File: config.mk
export PLATFORM = sky130hd
export DESIGN_NAME = rsd_to_twos_serial
export DESIGN_NICKNAME = d
export VERILOG_FILES = /design/src/rtl/msdf_pkg.sv /design/src/rtl/rsd_to_twos_serial_otf_step.sv /design/src/rtl/rsd_to_twos_serial.sv
export SDC_FILE = /design/constraint.sdc
export NUM_CORES = 1
export LEC_CHECK = 0
export ABC_AREA = 1
export CELL_PAD_IN_SITES_DETAIL_PLACEMENT = 1
export CELL_PAD_IN_SITES_GLOBAL_PLACEMENT = 1
export CORE_ASPECT_RATIO = 0.7
export CORE_MARGIN = 4
export CORE_UTILIZATION = 39
export CTS_CLUSTER_DIAMETER = 50
export DETAILED_ROUTE_END_ITERATION = 16
export GPL_TIMING_DRIVEN = 0
export PLACE_DENSITY_LB_ADDON = 0.1
export SKIP_LAST_GASP = 1
export SLEW_MARGIN = 20
export SYNTH_ARGS = -nofsm -noshare
export SYNTH_HDL_FRONTEND = slang
export SYNTH_SLANG_ARGS = --single-unit
export TNS_END_PERCENT = 30
File: constraint.sdc
create_clock -name clock -period 1.6 [get_ports clock]
set_clock_uncertainty 0.15 [all_clocks]
set_input_delay 0.32 -clock clock [delete_from_list [all_inputs] [get_ports clock]]
set_output_delay 0.32 -clock clock [all_outputs]
set_load 0.01 [all_outputs]
File: src/rtl/msdf_pkg.sv
// Shared definitions for the MSDF redundant-to-two's-complement conversion blocks.
package msdf_pkg;

  function automatic int clog2(input int value);
    int n;
    n = 0;
    for (int v = value - 1; v > 0; v = v >> 1) n++;
    return n;
  endfunction

  // Default configuration: radix-2 online adder with 15-digit operands.
  localparam int RADIX_DEF = 2;
  localparam int WIDTH_DEF = 15;
  localparam int K         = clog2(RADIX_DEF);
  localparam int D         = K + 1;
  localparam int BW        = K * (WIDTH_DEF + 1) + 1;

  localparam logic [D-1:0] DIGIT_ILLEGAL = {1'b1, {K{1'b0}}};

  typedef enum logic [1:0] {
    IDLE,
    CONV,
    DONE
  } state_t;

endpackage

File: src/rtl/rsd_to_twos_serial_otf_step.sv
// One on-the-fly conversion step: appends a signed digit to the Q/QM pair without carries.
module otf_step
  import msdf_pkg::*;
#(
  parameter  int RADIX = 2,
  parameter  int RES_W = 17,
  localparam int LOG_R = clog2(RADIX),
  localparam int DIG_W = LOG_R + 1
) (
  input  logic [RES_W-1:0] q,
  input  logic [RES_W-1:0] qm,
  input  logic [DIG_W-1:0] d,
  output logic [RES_W-1:0] q_next,
  output logic [RES_W-1:0] qm_next,
  output logic             illegal
);

  logic [DIG_W-1:0] d_eff;
  logic [LOG_R-1:0] low_q;
  logic [LOG_R-1:0] low_qm;
  logic             neg;
  logic             pos;

  always_comb begin
    illegal = d[DIG_W-1] & ~(|d[LOG_R-1:0]);
    d_eff   = illegal ? '0 : d;
    neg     = d_eff[DIG_W-1];
    pos     = ~neg & (|d_eff[LOG_R-1:0]);
    // RADIX+d and RADIX-1+d reduce to the low K bits of d and d-1 respectively.
    low_q   = d_eff[LOG_R-1:0];
    low_qm  = d_eff[LOG_R-1:0] - LOG_R'(1);
    // The constant shift is pure wiring: high part shifted up, low field filled in.
    q_next  = ((neg ? qm : q) << LOG_R) | RES_W'(low_q);
    qm_next = ((pos ? q : qm) << LOG_R) | RES_W'(low_qm);
  end

endmodule

File: src/rtl/rsd_to_twos_serial.sv
// Serial MSD-first converter from a redundant signed-digit sum word to two's complement.
// IDLE: wait for a word | CONV: one digit per cycle, MSD first | DONE: hold result until taken
module rsd_to_twos_serial
  import msdf_pkg::*;
#(
  parameter  int RADIX = 2,
  parameter  int WIDTH = 15,
  localparam int LOG_R = clog2(RADIX),
  localparam int DIG_W = LOG_R + 1,
  localparam int ND    = WIDTH + 1,
  localparam int NI    = DIG_W * ND,
  localparam int RES_W = LOG_R * ND + 1
) (
  input  logic             clock,
  input  logic             reset_n,
  input  logic             in_valid,
  output logic             in_ready,
  input  logic [NI-1:0]    s_in,
  output logic             out_valid,
  input  logic             out_ready,
  output logic [RES_W-1:0] result,
  output logic             err
);

  localparam int CNT_W = (clog2(ND) < 1) ? 1 : clog2(ND);

  state_t           state;
  state_t           state_nxt;
  logic [NI-1:0]    sreg;
  logic [CNT_W-1:0] cnt;
  logic [RES_W-1:0] q;
  logic [RES_W-1:0] qm;
  logic [RES_W-1:0] q_step;
  logic [RES_W-1:0] qm_step;
  logic [DIG_W-1:0] digit;
  logic             illegal;
  logic             accept;
  logic             last_digit;
  logic             in_ready_r;
  logic             out_valid_r;
  logic             err_r;
  logic [RES_W-1:0] result_r;

  // Word is shifted left each step, so the current digit always sits at the top.
  assign digit = sreg[NI-1 -: DIG_W];

  otf_step #(
    .RADIX (RADIX),
    .RES_W (RES_W)
  ) u_otf_step (
    .q       (q),
    .qm      (qm),
    .d       (digit),
    .q_next  (q_step),
    .qm_next (qm_step),
    .illegal (illegal)
  );

  always_comb begin
    state_nxt  = state;
    accept     = 1'b0;
    last_digit = 1'b0;
    case (state)
      IDLE: begin
        if (in_valid) begin
          accept    = 1'b1;
          state_nxt = CONV;
        end
      end
      CONV: begin
        if (cnt == '0) begin
          last_digit = 1'b1;
          state_nxt  = DONE;
        end
      end
      DONE: begin
        if (out_ready) state_nxt = IDLE;
      end
      default: state_nxt = IDLE;
    endcase
  end

  always_ff @(posedge clock) begin
    if (!reset_n) begin
      state       <= IDLE;
      in_ready_r  <= 1'b1;
      out_valid_r <= 1'b0;
      result_r    <= '0;
      err_r       <= 1'b0;
      q           <= '0;
      qm          <= '1;
      cnt         <= '0;
      sreg        <= '0;
    end else begin
      state       <= state_nxt;
      in_ready_r  <= (state_nxt == IDLE);
      out_valid_r <= (state_nxt == DONE);
      if (accept) begin
        sreg  <= s_in;
        q     <= '0;
        qm    <= '1;
        cnt   <= CNT_W'(ND - 1);
        err_r <= 1'b0;
      end else if (state == CONV) begin
        q     <= q_step;
        qm    <= qm_step;
        sreg  <= sreg << DIG_W;
        err_r <= err_r | illegal;
        if (last_digit) result_r <= q_step;
        else            cnt      <= cnt - CNT_W'(1);
      end
    end
  end

  assign in_ready  = in_ready_r;
  assign out_valid = out_valid_r;
  assign result    = result_r;
  assign err       = err_r;

endmodule

==> metrics.yaml, run 1 <==
yosysTopAreaCellShare_pct: 45.0
cp_cell_sequence: "clkdlybuf4s50_1"
final.min_clock_period_ps: 1730
timing.hold.ws_ps: 336
max_freq_mhz: 579
crit_fanout: 2
io_buffers: 55
dp.final_hpwl_microns: 9270
root_buffer: "clkbuf_16"
p_leak_nw: 2.48
cp-start-kind: "flip-flop"
core_sq_um: 9870
fin_crit_sh_pct: 108
failed_checks: "setup timing"
vias: 3977
synth_cell_types: 26
layout.nets: 667
n_antenna_cell: 0
die_w_microns: 129
hp-class: "reg -> reg"
yosys_warnings: 0
synthCells: 563
tightest_slew_ps: 481
syn_to_final_growth_pct: 30.4
htreeDepth: 3
post-cts-setup-buffers: 0
clkTransAtPathRegs_ps: 70
fin_area_sq_um: 5220
cts_buffers: 9
first_global_vias: 3877
end_kind: "output port"
final_common_cell: "nand2_1"
hold_buffers: 0
syn_area_per_cell_sq_um: 7.11
ios: 56
path_class: "reg -> out"
cell_internal_pwr_mw: 4.41
route.detailed.drc: 0
initial_core_util_pct: 40.6
rows: 30
avgViaCountPerCell: 5.21
clock_sinks: 90
vdd_drop_max_uv: 557
most-common-layout-cells: "nand2_1, dfxtp_1, inv_1"
dpl_cell_area_sq_um: 4720
final_max_slew_viol_count: 0
grt_usage_pct: 21.7
grt_max_degree: 16
timing_hold_violations_final: 0
first_pass_iters: 5
yosysTopAreaCell: "dfxtp_1"
final_layout_size_suffix_gt1_share_pct: 12.9
synth-seq-area-share_pct: 45.0
place_congestion: 0.840
comb_power_share_pct: 25.2
slew_headroom_pct: 67.9
slowest_delay_ps: 550
antenna_found_initial: 0
synthesis.nets: 600
rsz0062_at_grt: "yes"
swShare_pct: 32.0
synth-seq-cells: 90
overflow: 0
cts_tree: "yes"
setup_ws_ps: -128
clk_path_buf_depth: 2
status: "complete, but fails checks"
wirelength_microns: 13000
cpMaxStageDelayCell: "clkdlybuf4s50_1"
power_density_nw_per_um2: 1240
synth.area.top_cells: "dfxtp_1, nand2_1, a21oi_1"
first_iter_violations: 295
critPathBufInv: 1
grt_pass1_wl_microns: 20400
arrival_ps: 1260
cap_violations: 0
die_y_microns: 92.8
clock_power_share_pct: 33.7
wl_per_cell_microns: 17.0
p_seq_share_pct: 41.1
crit_family: "buffers and inverters"
clkLatencyLatePin_ps: 350
synth_area_sq_um: 4010
die_area_sq_um: 12000
antenna_left: 0
switching_power_mw: 2.08
setup_viol: 13
critPathRequiredTime_ps: 1130
timing repair:
item                                    CTS  global route
pin swaps                                 0             2
cloned                                    0             1
hold endpoints to repair                  0             0
resized for setup                        21            59
endpoints found under the setup margin   65           103
through the flow:
stage | setup TNS (ps) | instances | power [mW] | setup WS (ps) | util (%)
final | -778 | 763 | 6.49 | -128 | 52.9
after global routing | -3920 | 763 | 6.83 | -152 | 52.9
after CTS | -2990 | 762 | 6.41 | -151 | 51.2
after detailed placement | -25780 | 746 | 4.19 | -431 | 47.8
after global placement | -24280 | 746 | 4.10 | -429 | 47.8
after floorplan | 0 | 563 | 3.61 | 170 | -
logic make-up (layout without fill, tap and decap cells):
family                     after synthesis  in the layout  share of synthesized area (%)
buffers and inverters                  117            189                           12.8
and+or+nand+nor                        189            189                           19.0
AOI/OAI and AO/OA                      166            166                           22.9
adders and majority gates                1              1                          0.312
DFF                                     90             90                           45.0
power by group through the flow:
stage | clock network [mW] | logic, mW | registers, mW
finish | 2.18 | 1.63 | 2.67
global route | 2.32 | 1.81 | 2.70
CTS | 2.22 | 1.52 | 2.66
detailed placement | 0 | 1.49 | 2.70
global placement | 0 | 1.42 | 2.68
floorplan | 0 | 0.934 | 2.68
tightest hold or removal path, delay by kind of cell (launching register included):
kind / cells / cell delay (ps)
AO/OA/AOI/OAI: 1 / 40
flip-flops: 1 / 330
AND/OR/NAND/NOR: 1 / 70
Yosys cell counts:
cell type,instances
nor2_4,1
o211ai_1,24
buf_2,16
nand3_2,1
a211oi_2,1
nor2_2,3
o21ai_2,4
nand2_2,1
nand2_1,114
inv_1,78
clkbuf_1,10
a21oi_1,60
nand3_1,16
buf_4,2
ha_1,1
o21ai_0,56
buf_6,6
or2_2,1
o21ai_1,19
dfxtp_1,90
o31ai_1,1
and2_1,2
buf_1,1
nor2_1,50
inv_2,4
o21a_1,1
sequential cells by signal (all words and copies together) (netlist names):
register   flops
sreg          32
result        17
q             16
qm            16
cnt            4
state          2
err            1
in_ready       1
out_valid      1
path summary, 6_finish.rpt:
check,startpoint,depth (start not counted),slack [ps],to
setup / recovery,result[4],1,-130,result[4]
hold / removal,err,2,340,err
setup reg to reg,sreg[31],7,-20,result[3]
hold reg to reg,err,2,340,err
layout make-up:
class | count | area [sq um]
Buffer | 35 | 244
Clock buffer | 10 | 239
Clock inverter | 6 | 65.1
Fill cell | 1226 | 4650
Inverter | 82 | 308
Multi-Input combinational cell | 356 | 1790
Sequential cell | 90 | 1810
Tap cell | 128 | 160
Timing Repair Buffer | 56 | 602
routing by layer:
metal / GRT usage [%] / share of wire, % / vias to the layer above
li1: - / - / 1937
met1: 33.3 / 50 / 1918
met2: 30.2 / 42 / 106
met3: 3.92 / 5.6 / 16
met4: 6.99 / 1.4 / 0
met5: 0 / 0 / -
No activity file was read; power rests on OpenSTA's default activity.
==> run 2: changes to the inputs <==
- MAX_ROUTING_LAYER: default -> met4
==> run 2 against run 1 <==
  * The flow still finishes with violations (setup timing)
  * Via count rose by 0.98%
  * Setup slack barely moved
  * Critical path depth did not move
  * Register-to-register slack barely moved
  * Critical endpoint unchanged
  * Highest routed layer unchanged
==> metrics.yaml, run 2 (synthesis results as in run 1) <==
status: "complete, but fails checks"
failed_checks: "setup timing"
critPathBufInv: 1  # unchanged
wirelength_microns: 13000  # +0.10%
slowest_delay_ps: 550  # about the same
tns_ps: -801  # -23.2 ps
place_congestion: 0.853  # +1.5%
final_layout_size_suffix_gt1_share_pct: 13.2  # +0.31 points
route.detailed.drc: 0  # unchanged
wl_per_cell_microns: 17.0  # +0.10%
cp-start-kind: "flip-flop"
max_freq_mhz: 579  # about the same
layout.nets: 667  # unchanged
antenna_found_initial: 0  # unchanged
power_density_nw_per_um2: 1240  # +0.15%
ios: 56  # unchanged
final_max_slew_viol_count: 0  # unchanged
holdCritStartpoint: "err"
dp_slack_ps: -431  # unchanged
antenna_left: 0  # unchanged
cpMaxStageDelayCell: "clkdlybuf4s50_1"
dpl_cell_area_sq_um: 4720  # unchanged
multi_input_area_sq_um: 1790  # +0.14%
slew_headroom_pct: 66.8  # -1.1 points
vias: 4016  # +0.98%
timing_hold_violations_final: 0  # unchanged
startpoint: "result[4]"
r2r_cells: 6  # -1
clkLatencyLatePin_ps: 350  # about the same
cp_cell_sequence: "clkdlybuf4s50_1"
final_cells: 763  # unchanged
cts_tree: "yes"
overflow: 0  # unchanged
setup_viol: 12  # -1
avgViaCountPerCell: 5.26  # +0.98%
largest_reg_flops: 32  # unchanged
clkTransAtPathRegs_ps: 70  # about the same
grt_usage_pct: 22.3  # +0.64 points
io_buffers: 55  # unchanged
fill_cells: 1226  # unchanged
die_y_microns: 92.8  # unchanged
core_sq_um: 9870  # unchanged
post-place-cells: 746  # unchanged
setup_ws_ps: -128  # +0.0250 ps
clock_sinks: 90  # unchanged
crit_fanout: 2  # unchanged
hp-class: "reg -> reg"
syn_to_final_growth_pct: 30.4  # about the same
end_kind: "output port"
most-common-layout-cells: "nand2_1, dfxtp_1, inv_1"
r2r_start: "state[0]"
top_register: "sreg"
arrival_ps: 1260  # about the same
final-seq-area_sq_um: 1810  # unchanged
first_pass_iters: 5  # unchanged
cap_violations: 0  # unchanged
grt_pass1_wl_microns: 20400  # about the same
path_class: "reg -> out"
initial_core_util_pct: 40.6  # unchanged
n_antenna_cell: 0  # unchanged
cp-endpoint: "result[4]"
htreeDepth: 3  # unchanged
dp.final_hpwl_microns: 9270  # unchanged
rsz0062_at_grt: "yes"
crit_family: "buffers and inverters"
fin_crit_sh_pct: 108  # about the same
vdd_drop_max_uv: 558  # +0.12%
final.min_clock_period_ps: 1730  # -0.0250 ps
rows: 30  # unchanged
clk_path_buf_depth: 2  # unchanged
path_depth: 1  # unchanged
ff2ff_setup_slack_ps: -30  # about the same
r2r-end: "q[12]"
fin_area_sq_um: 5220  # about the same
tightest_slew_ps: 498  # +16.8 ps
first_global_vias: 3886  # +0.23%
die_w_microns: 129  # unchanged
cts_buffers: 9  # unchanged
p_leak_nw: 2.48  # about the same
first_iter_violations: 285  # -3.4%
hold_buffers: 0  # unchanged
grt_max_degree: 16  # unchanged
root_buffer: "clkbuf_16"
die_area_sq_um: 12000  # unchanged
final_common_cell: "nand2_1"
critPathRequiredTime_ps: 1130  # about the same
run 2: report_power, final:
part	internal [mW]	switching [mW]
Clock	1.26	0.938
Combinational	0.647	0.991
Sequential	2.50	0.162
run 2: timing repair:
item                       in CTS  in global routing
pin swaps                       0                  2
cloned                          0                  1
buffers inserted                0                  0
resized for setup              21                 60
setup endpoints to repair      65                103
run 2: worst min-delay path: stages, from the launching register on:
cell and delay [ps]:
dfxtp_1 330, a21oi_1 40, nor2_1 70
run 2: area by class of cell:
class / instances / share of cell area (%)
flip-flops and latches: 90 / 34.7
inverters: 82 / 5.89
clock inverters: 6 / 1.25
multi-input cells: 356 / 34.3
well taps: 128 / 3.07
repair buffers: 56 / 11.5
plain buffers: 35 / 4.67
clock buffers: 10 / 4.57
run 2: worst min-delay path by stage:
stage,endpoint,slack [ps],depth (start not counted)
CTS,sreg[1],340,2
global placement,qm[15],310,2
detailed placement,sreg[1],330,2
finish,err,330,2
floorplan,qm[15],290,2
global route,sreg[0],360,2
run 2: routing by layer:
layer	GRT usage (%)	vias up	wire (microns)
li1	-	1941	-
met1	33.6	1948	6600
met2	30.1	112	5500
met3	4.21	15	718
met4	6.21	0	153
met5	-	-	0
run 2: metrics by stage:
| step | util, % | power (mW) | hold WS (ps) |
|---|---|---|---|
| 2_1_floorplan | - | 3.61 | 290 |
| 3_3_place_gp | 47.8 | 4.10 | 305 |
| 3_5_place_dp | 47.8 | 4.19 | 329 |
| 4_1_cts | 51.2 | 6.41 | 337 |
| 5_1_grt | 52.9 | 6.84 | 362 |
| 6_report | 52.9 | 6.50 | 335 |
